==> config.mk <==
export PLATFORM = sky130hd
export DESIGN_NAME = keypad_scanner
export DESIGN_NICKNAME = d
export VERILOG_FILES = /design/src/rtl/keypad_pkg.sv /design/src/rtl/row_sync.sv /design/src/rtl/keypad_scanner.sv
export SDC_FILE = /design/constraint.sdc
export NUM_CORES = 1
export LEC_CHECK = 0
export CORE_UTILIZATION = 48
export CTS_CLUSTER_SIZE = 16
export DETAILED_ROUTE_END_ITERATION = 8
export GPL_TIMING_DRIVEN = 0
export PLACE_DENSITY = 0.71
export SLEW_MARGIN = 20
export SYNTH_ARGS = -nofsm -noshare
export SYNTH_HDL_FRONTEND = slang
export SYNTH_SLANG_ARGS = --single-unit
==> constraint.sdc <==
create_clock -name clk -period 2.3 [get_ports clk]
set_clock_uncertainty 0.15 [all_clocks]
set_input_delay 0.46 -clock clk [delete_from_list [all_inputs] [get_ports clk]]
set_output_delay 0.46 -clock clk [all_outputs]
set_load 0.005 [all_outputs]
==> src/rtl/keypad_pkg.sv <==
// Shared types and constants for the 4x4 keypad scanner: FSM states,
// matrix geometry and the key index assigned to each legend.
package keypad_pkg;

    typedef enum logic {
        SCAN = 1'b0,
        HOLD = 1'b1
    } state_t;

    localparam int         ROWS    = 4;
    localparam int         COLS    = 4;
    localparam logic [3:0] COL_RST = 4'b1110;

    // Key index is row*4 + col on the standard telephone-style layout.
    localparam logic [3:0] KEY_1    = 4'd0;
    localparam logic [3:0] KEY_2    = 4'd1;
    localparam logic [3:0] KEY_3    = 4'd2;
    localparam logic [3:0] KEY_A    = 4'd3;
    localparam logic [3:0] KEY_4    = 4'd4;
    localparam logic [3:0] KEY_5    = 4'd5;
    localparam logic [3:0] KEY_6    = 4'd6;
    localparam logic [3:0] KEY_B    = 4'd7;
    localparam logic [3:0] KEY_7    = 4'd8;
    localparam logic [3:0] KEY_8    = 4'd9;
    localparam logic [3:0] KEY_9    = 4'd10;
    localparam logic [3:0] KEY_C    = 4'd11;
    localparam logic [3:0] KEY_STAR = 4'd12;
    localparam logic [3:0] KEY_0    = 4'd13;
    localparam logic [3:0] KEY_HASH = 4'd14;
    localparam logic [3:0] KEY_D    = 4'd15;

    // Index of the lowest row line pulled low; 0 when none is low.
    function automatic logic [1:0] lowest_low(input logic [3:0] rows);
        lowest_low = 2'd0;
        for (int i = ROWS - 1; i >= 0; i--) begin
            if (!rows[i]) lowest_low = 2'(i);
        end
    endfunction

endpackage

==> src/rtl/row_sync.sv <==
// Two-flop synchroniser for the asynchronous keypad row lines.
// Resets to all-ones, i.e. "no row pulled low".
module row_sync #(
    parameter int W = 4
) (
    input  logic         clk_i,
    input  logic         rst_ni,
    input  logic [W-1:0] d_i,
    output logic [W-1:0] q_o
);

    logic [W-1:0] meta_q;
    logic [W-1:0] sync_q;

    always_ff @(posedge clk_i or negedge rst_ni) begin
        if (!rst_ni) begin
            meta_q <= '1;
            sync_q <= '1;
        end else begin
            meta_q <= d_i;
            sync_q <= meta_q;
        end
    end

    assign q_o = sync_q;

endmodule

==> src/rtl/keypad_scanner.sv <==
// Column-scanning keypad front end: drives one column low per dwell period,
// freezes on a press, and hands confirmed keys out through a valid/ready register.
module keypad_scanner
    import keypad_pkg::*;
#(
    parameter int SCAN_DIV = 27000
) (
    input  logic       clk,
    input  logic       rst,
    input  logic [3:0] row_i,
    output logic [3:0] col_o,
    output logic       key_down,
    input  logic       tecla_i,
    output logic [3:0] key_code,
    output logic       key_valid,
    input  logic       key_ready,
    output logic       overrun,
    output state_t     state_dbg_o
);

    localparam int CW = $clog2(SCAN_DIV);

    logic [3:0]    row_s;
    logic [CW-1:0] cnt_q;
    logic          tick;

    state_t        state_q;
    logic [3:0]    col_q;
    logic [1:0]    col_idx_q;
    logic          key_down_q;
    logic [3:0]    scan_code_q;

    logic [3:0]    key_code_q, key_code_d;
    logic          key_valid_q, key_valid_d;
    logic          overrun_q, overrun_d;
    logic          hs, honour, load;

    row_sync #(.W(ROWS)) u_row_sync (
        .clk_i  (clk),
        .rst_ni (rst),
        .d_i    (row_i),
        .q_o    (row_s)
    );

    // Dwell counter runs in every state so HOLD re-checks rows once per dwell.
    assign tick = (cnt_q == CW'(SCAN_DIV - 1));

    always_ff @(posedge clk or negedge rst) begin
        if (!rst) cnt_q <= '0;
        else      cnt_q <= tick ? '0 : cnt_q + CW'(1);
    end

    always_ff @(posedge clk or negedge rst) begin
        if (!rst) begin
            state_q     <= SCAN;
            col_q       <= COL_RST;
            col_idx_q   <= 2'd0;
            key_down_q  <= 1'b0;
            scan_code_q <= 4'd0;
        end else if (tick) begin
            case (state_q)
                SCAN: begin
                    if (row_s != 4'hF) begin
                        state_q     <= HOLD;
                        scan_code_q <= {lowest_low(row_s), col_idx_q};
                        key_down_q  <= 1'b1;
                    end else begin
                        col_q     <= {col_q[2:0], col_q[3]};
                        col_idx_q <= col_idx_q + 2'd1;
                    end
                end
                HOLD: begin
                    if (row_s == 4'hF) begin
                        state_q    <= SCAN;
                        key_down_q <= 1'b0;
                        col_q      <= {col_q[2:0], col_q[3]};
                        col_idx_q  <= col_idx_q + 2'd1;
                    end
                end
                default: state_q <= SCAN;
            endcase
        end
    end

    // A confirmation may refill the register in the same cycle it is drained.
    always_comb begin
        hs          = key_valid_q && key_ready;
        honour      = tecla_i && key_down_q;
        load        = honour && (!key_valid_q || hs);
        key_valid_d = key_valid_q;
        key_code_d  = key_code_q;
        overrun_d   = overrun_q;
        if (load) begin
            key_valid_d = 1'b1;
            key_code_d  = scan_code_q;
        end else if (hs) begin
            key_valid_d = 1'b0;
        end
        if (honour && !load) overrun_d = 1'b1;
    end

    always_ff @(posedge clk or negedge rst) begin
        if (!rst) begin
            key_code_q  <= 4'd0;
            key_valid_q <= 1'b0;
            overrun_q   <= 1'b0;
        end else begin
            key_code_q  <= key_code_d;
            key_valid_q <= key_valid_d;
            overrun_q   <= overrun_d;
        end
    end

    assign col_o       = col_q;
    assign key_down    = key_down_q;
    assign key_code    = key_code_q;
    assign key_valid   = key_valid_q;
    assign overrun     = overrun_q;
    assign state_dbg_o = state_q;

endmodule

==> metrics.log <==
[metrics] run status: finished clean
[metrics] number of max-slew violations in the final report: 0
[metrics] post-synthesis instance area: 0.001658 mm2
[metrics] path type of the worst setup path: reg -> reg
[metrics] first-pass GRT wire length: 4.726 mm
[metrics] die outline area: 0.003693 mm2
[metrics] overflow left after global routing: 0
[metrics] diodes inserted: 0
[metrics] portion of the post-synthesis area used by sequential elements: 0.6272
[metrics] number of core rows: 20
[metrics] average routed wire per standard cell: 13.86 um
[metrics] overall track demand over capacity in global routing: 0.1823
[metrics] vias per inst: 5.144
[metrics] count of H-tree levels built during CTS: 2
[metrics] total nets after synthesis: 136
[metrics] CTS tree: yes
[metrics] cell type with the largest total area after synthesis: sky130_fd_sc_hd__dfrtp_1
[metrics] commonest register cell after synthesis: sky130_fd_sc_hd__dfrtp_1
[metrics] initial core utilization: 0.5258
[metrics] clock tree root buffer cell: sky130_fd_sc_hd__clkbuf_4
[metrics] number of enable-type register cells in the synthesized netlist: 0
[metrics] Crit path required time: 2.39 ns
[metrics] synth warn: 0
[metrics] layout cell share with drive strength beyond 1: 0.2611
[metrics] number of hold violations in the final report: 0
[metrics] slew of the pin with the lowest slew margin: 0.4176 ns
[metrics] pwr dens: 598.9 mW/mm2
[metrics] vias in the first global route: 1,037
[metrics] WHS: 0.2139 ns
[metrics] most crowded layer after global routing: met2
[metrics] global-route track usage on met3: 0.06397
[metrics] net count reported at finish: 167
[metrics] Antenna Violating Nets Remaining: 0
[metrics] DIE HEIGHT: 60.77 um
[metrics] residual DRC count: 0
[metrics] chain of cells forming the critical path: or4b_4, nor4_4, buf_4, and3_4, mux2_2
[metrics] # clock sinks: 41
[metrics] largest net degree at the start of global routing: 26
[metrics] maximum vdd ir drop: 0.0003983 V
[metrics] area of all placed cells without fillers: 0.002038 mm2
[metrics] number of buffer and inverter stages on the critical path: 1
[metrics] slack of the worst reg-to-reg path: 0.05 ns
[metrics] crit path setup slack, layout: 0.04674 ns
[metrics] post-layout min period: 2.253 ns
[metrics] Max-slew headroom: 0.7216
[metrics] data arrival time of the critical path: 2.34 ns
[metrics] highest clock frequency the design can meet: 0.4438 GHz
[metrics] setup repair after global routing missed its margin: false
[metrics] count of TritonRoute iterations in the first routing pass: 4
[metrics] total vias in the final route: 1,034
[metrics] placed inst area: 0.001926 mm2
[metrics] horizontal die dimension: 60.77 um
[metrics] leakage component of the power: 0.9124 nW
[metrics] CP startpoint kind: register
[metrics] count of buffers inserted at the top-level ports: 19
[metrics] Cell variety after synth: 31
[metrics] top-level port count: 20
[metrics] met1 demand-to-capacity share in global routing: 0.2304
[metrics] worst setup timing slack at the placement stage: -0.09254 ns
[metrics] global routing met2 resource utilization: 0.2810
[metrics] critical path endpoint category: register
[metrics] worst-skew pair later-pin latency: 0.35 ns
[metrics] most common cell after layout, fill and taps aside: sky130_fd_sc_hd__dfrtp_1
[metrics] starting DRC count in detailed routing: 30
[metrics] share of the clock period used by the worst path: 0.9797
[metrics] HPWL Detailed: 1.976 mm
[metrics] number of buffers on the longest clock path: 2
[metrics] biggest cell delay along the critical path: 0.56 ns
[metrics] dominant delay contributor by cell family on the critical path: simple AND/OR/NAND/NOR gates
[metrics] area share of the largest cell type after synthesis: 0.4528
[metrics] routability congestion estimate: 0.7931
[metrics] most frequent cells in the layout: sky130_fd_sc_hd__dfrtp_1 (30), sky130_fd_sc_hd__clkdlybuf4s50_1 (18), sky130_fd_sc_hd__mux2_2 (12)
[metrics] cells taking the most area after synthesis: sky130_fd_sc_hd__dfrtp_1 (45%), sky130_fd_sc_hd__dfstp_2 (17%), sky130_fd_sc_hd__mux2_2 (8.2%)
[metrics] Post-Synthesis Cells: 125
[metrics] slowest stage cell on the critical path: sky130_fd_sc_hd__or4b_4
[metrics] worst hold path type: reg -> reg
[metrics] wire length after detailed routing: 2.785 mm
[metrics] CTS clk-pin slew, worst paths: 0.11 ns
[metrics] max-capacitance violation count: 0
[metrics] relative area change from synthesis to final layout: 22.94%
[metrics] final setup violation count: 0
[metrics] number of buffers added by the clock tree synthesis step: 5
[metrics] Core ar.: 0.003153 mm2
[metrics] register bit total from synthesis: 41
[metrics] Async SR Flop Fraction: 1.000
[metrics] antenna violations before repair: 0
[metrics] maximum fanout along the worst path: 7
[metrics] average size of a mapped cell: 13.26 um2
[per-stage QoR]
step	TNS [ns]	utilization	power (W)	instances
final	0	0.6464	0.001221	201
after global placement	-9.011	0.6036	0.0007781	188
after floorplan	0	-	0.0007524	125
after detailed placement	-0.2674	0.6107	0.0007847	189
after global routing	0	0.6464	0.001274	201
after CTS	0	0.6381	0.001236	198
[power by group]
part | total, W | switching [W] | internal, W
Sequential | 0.000737 | 0.00000318 | 0.000734
Combinational | 0.0000345 | 0.0000171 | 0.0000173
Clock | 0.000449 | 0.000221 | 0.000228
[path summary, 6_finish.rpt]
path,from,to,depth (start not counted)
max,cnt_q[3]$_DFF_PN0_,scan_code_q[2]$_DFFE_PN0P_,5
min,u_row_sync.meta_q[0]$_DFF_PN1_,u_row_sync.q_o[0]$_DFF_PN1_,0
max reg2reg,cnt_q[3]$_DFF_PN0_,scan_code_q[2]$_DFFE_PN0P_,5
min reg2reg,u_row_sync.meta_q[0]$_DFF_PN1_,u_row_sync.q_o[0]$_DFF_PN1_,0
max in group asynchronous,rst,u_row_sync.meta_q[0]$_DFF_PN1_,3
min in group asynchronous,rst,key_down$_DFFE_PN0P_,2
[final cells by class]
| class | instances | area, um2 |
|---|---|---|
| Inverter | 3 | 11.26 |
| Clock inverter | 2 | 35.03 |
| Fill cell | 255 | 1115 |
| Buffer | 1 | 5.005 |
| Tap cell | 44 | 55.05 |
| Multi-Input combinational cell | 80 | 605.6 |
| Timing Repair Buffer | 24 | 245.2 |
| Sequential cell | 41 | 1040 |
| Clock buffer | 6 | 41.29 |
[synthesized netlist by cell type, drive strengths merged, types with 2 or more instances]
library cell  count
inv               3
dfstp            11
nand3             4
nor4              4
nand2b            4
a21oi             2
nand2             7
dfrtp            30
nor2             10
nand4             4
xnor2             7
nor2b             2
mux2             12
nand4b            2
ha                3
xor2              6
nor3              2
[per-layer routing]
layer,vias to the layer above,part of all wire,routed length [um]
li1,493,-,-
met1,521,0.45,1260
met2,14,0.50,1379
met3,6,0.038,105
met4,0,0.014,40
met5,-,0,0
[state kept, by name (all words and copies together) (netlist names)]
name and count:
state_dbg_o 1, overrun 1, key_code 4, scan_code_q 4, key_valid 1, u_row_sync.q_o 4, key_down 1, col_idx_q 2
cnt_q 15, col_o 4, u_row_sync.meta_q 4
[kinds of logic after synthesis]
logic type | share of synthesized area
mux | 0.08755
buf+inv | 0.009808
compound gates | 0.02793
xor+xnor | 0.06868
fa+ha+maj | 0.02264
flops | 0.6272
simple gates | 0.1562
[repair_timing]
action	in CTS	in global routing
hold buffers	1	0
endpoints found under the setup margin	3	3
pin swaps	1	1
setup buffers	0	3
endpoints found under the hold margin	13	0
gates resized for setup	0	1
No activity file was read; power rests on OpenSTA's default activity.
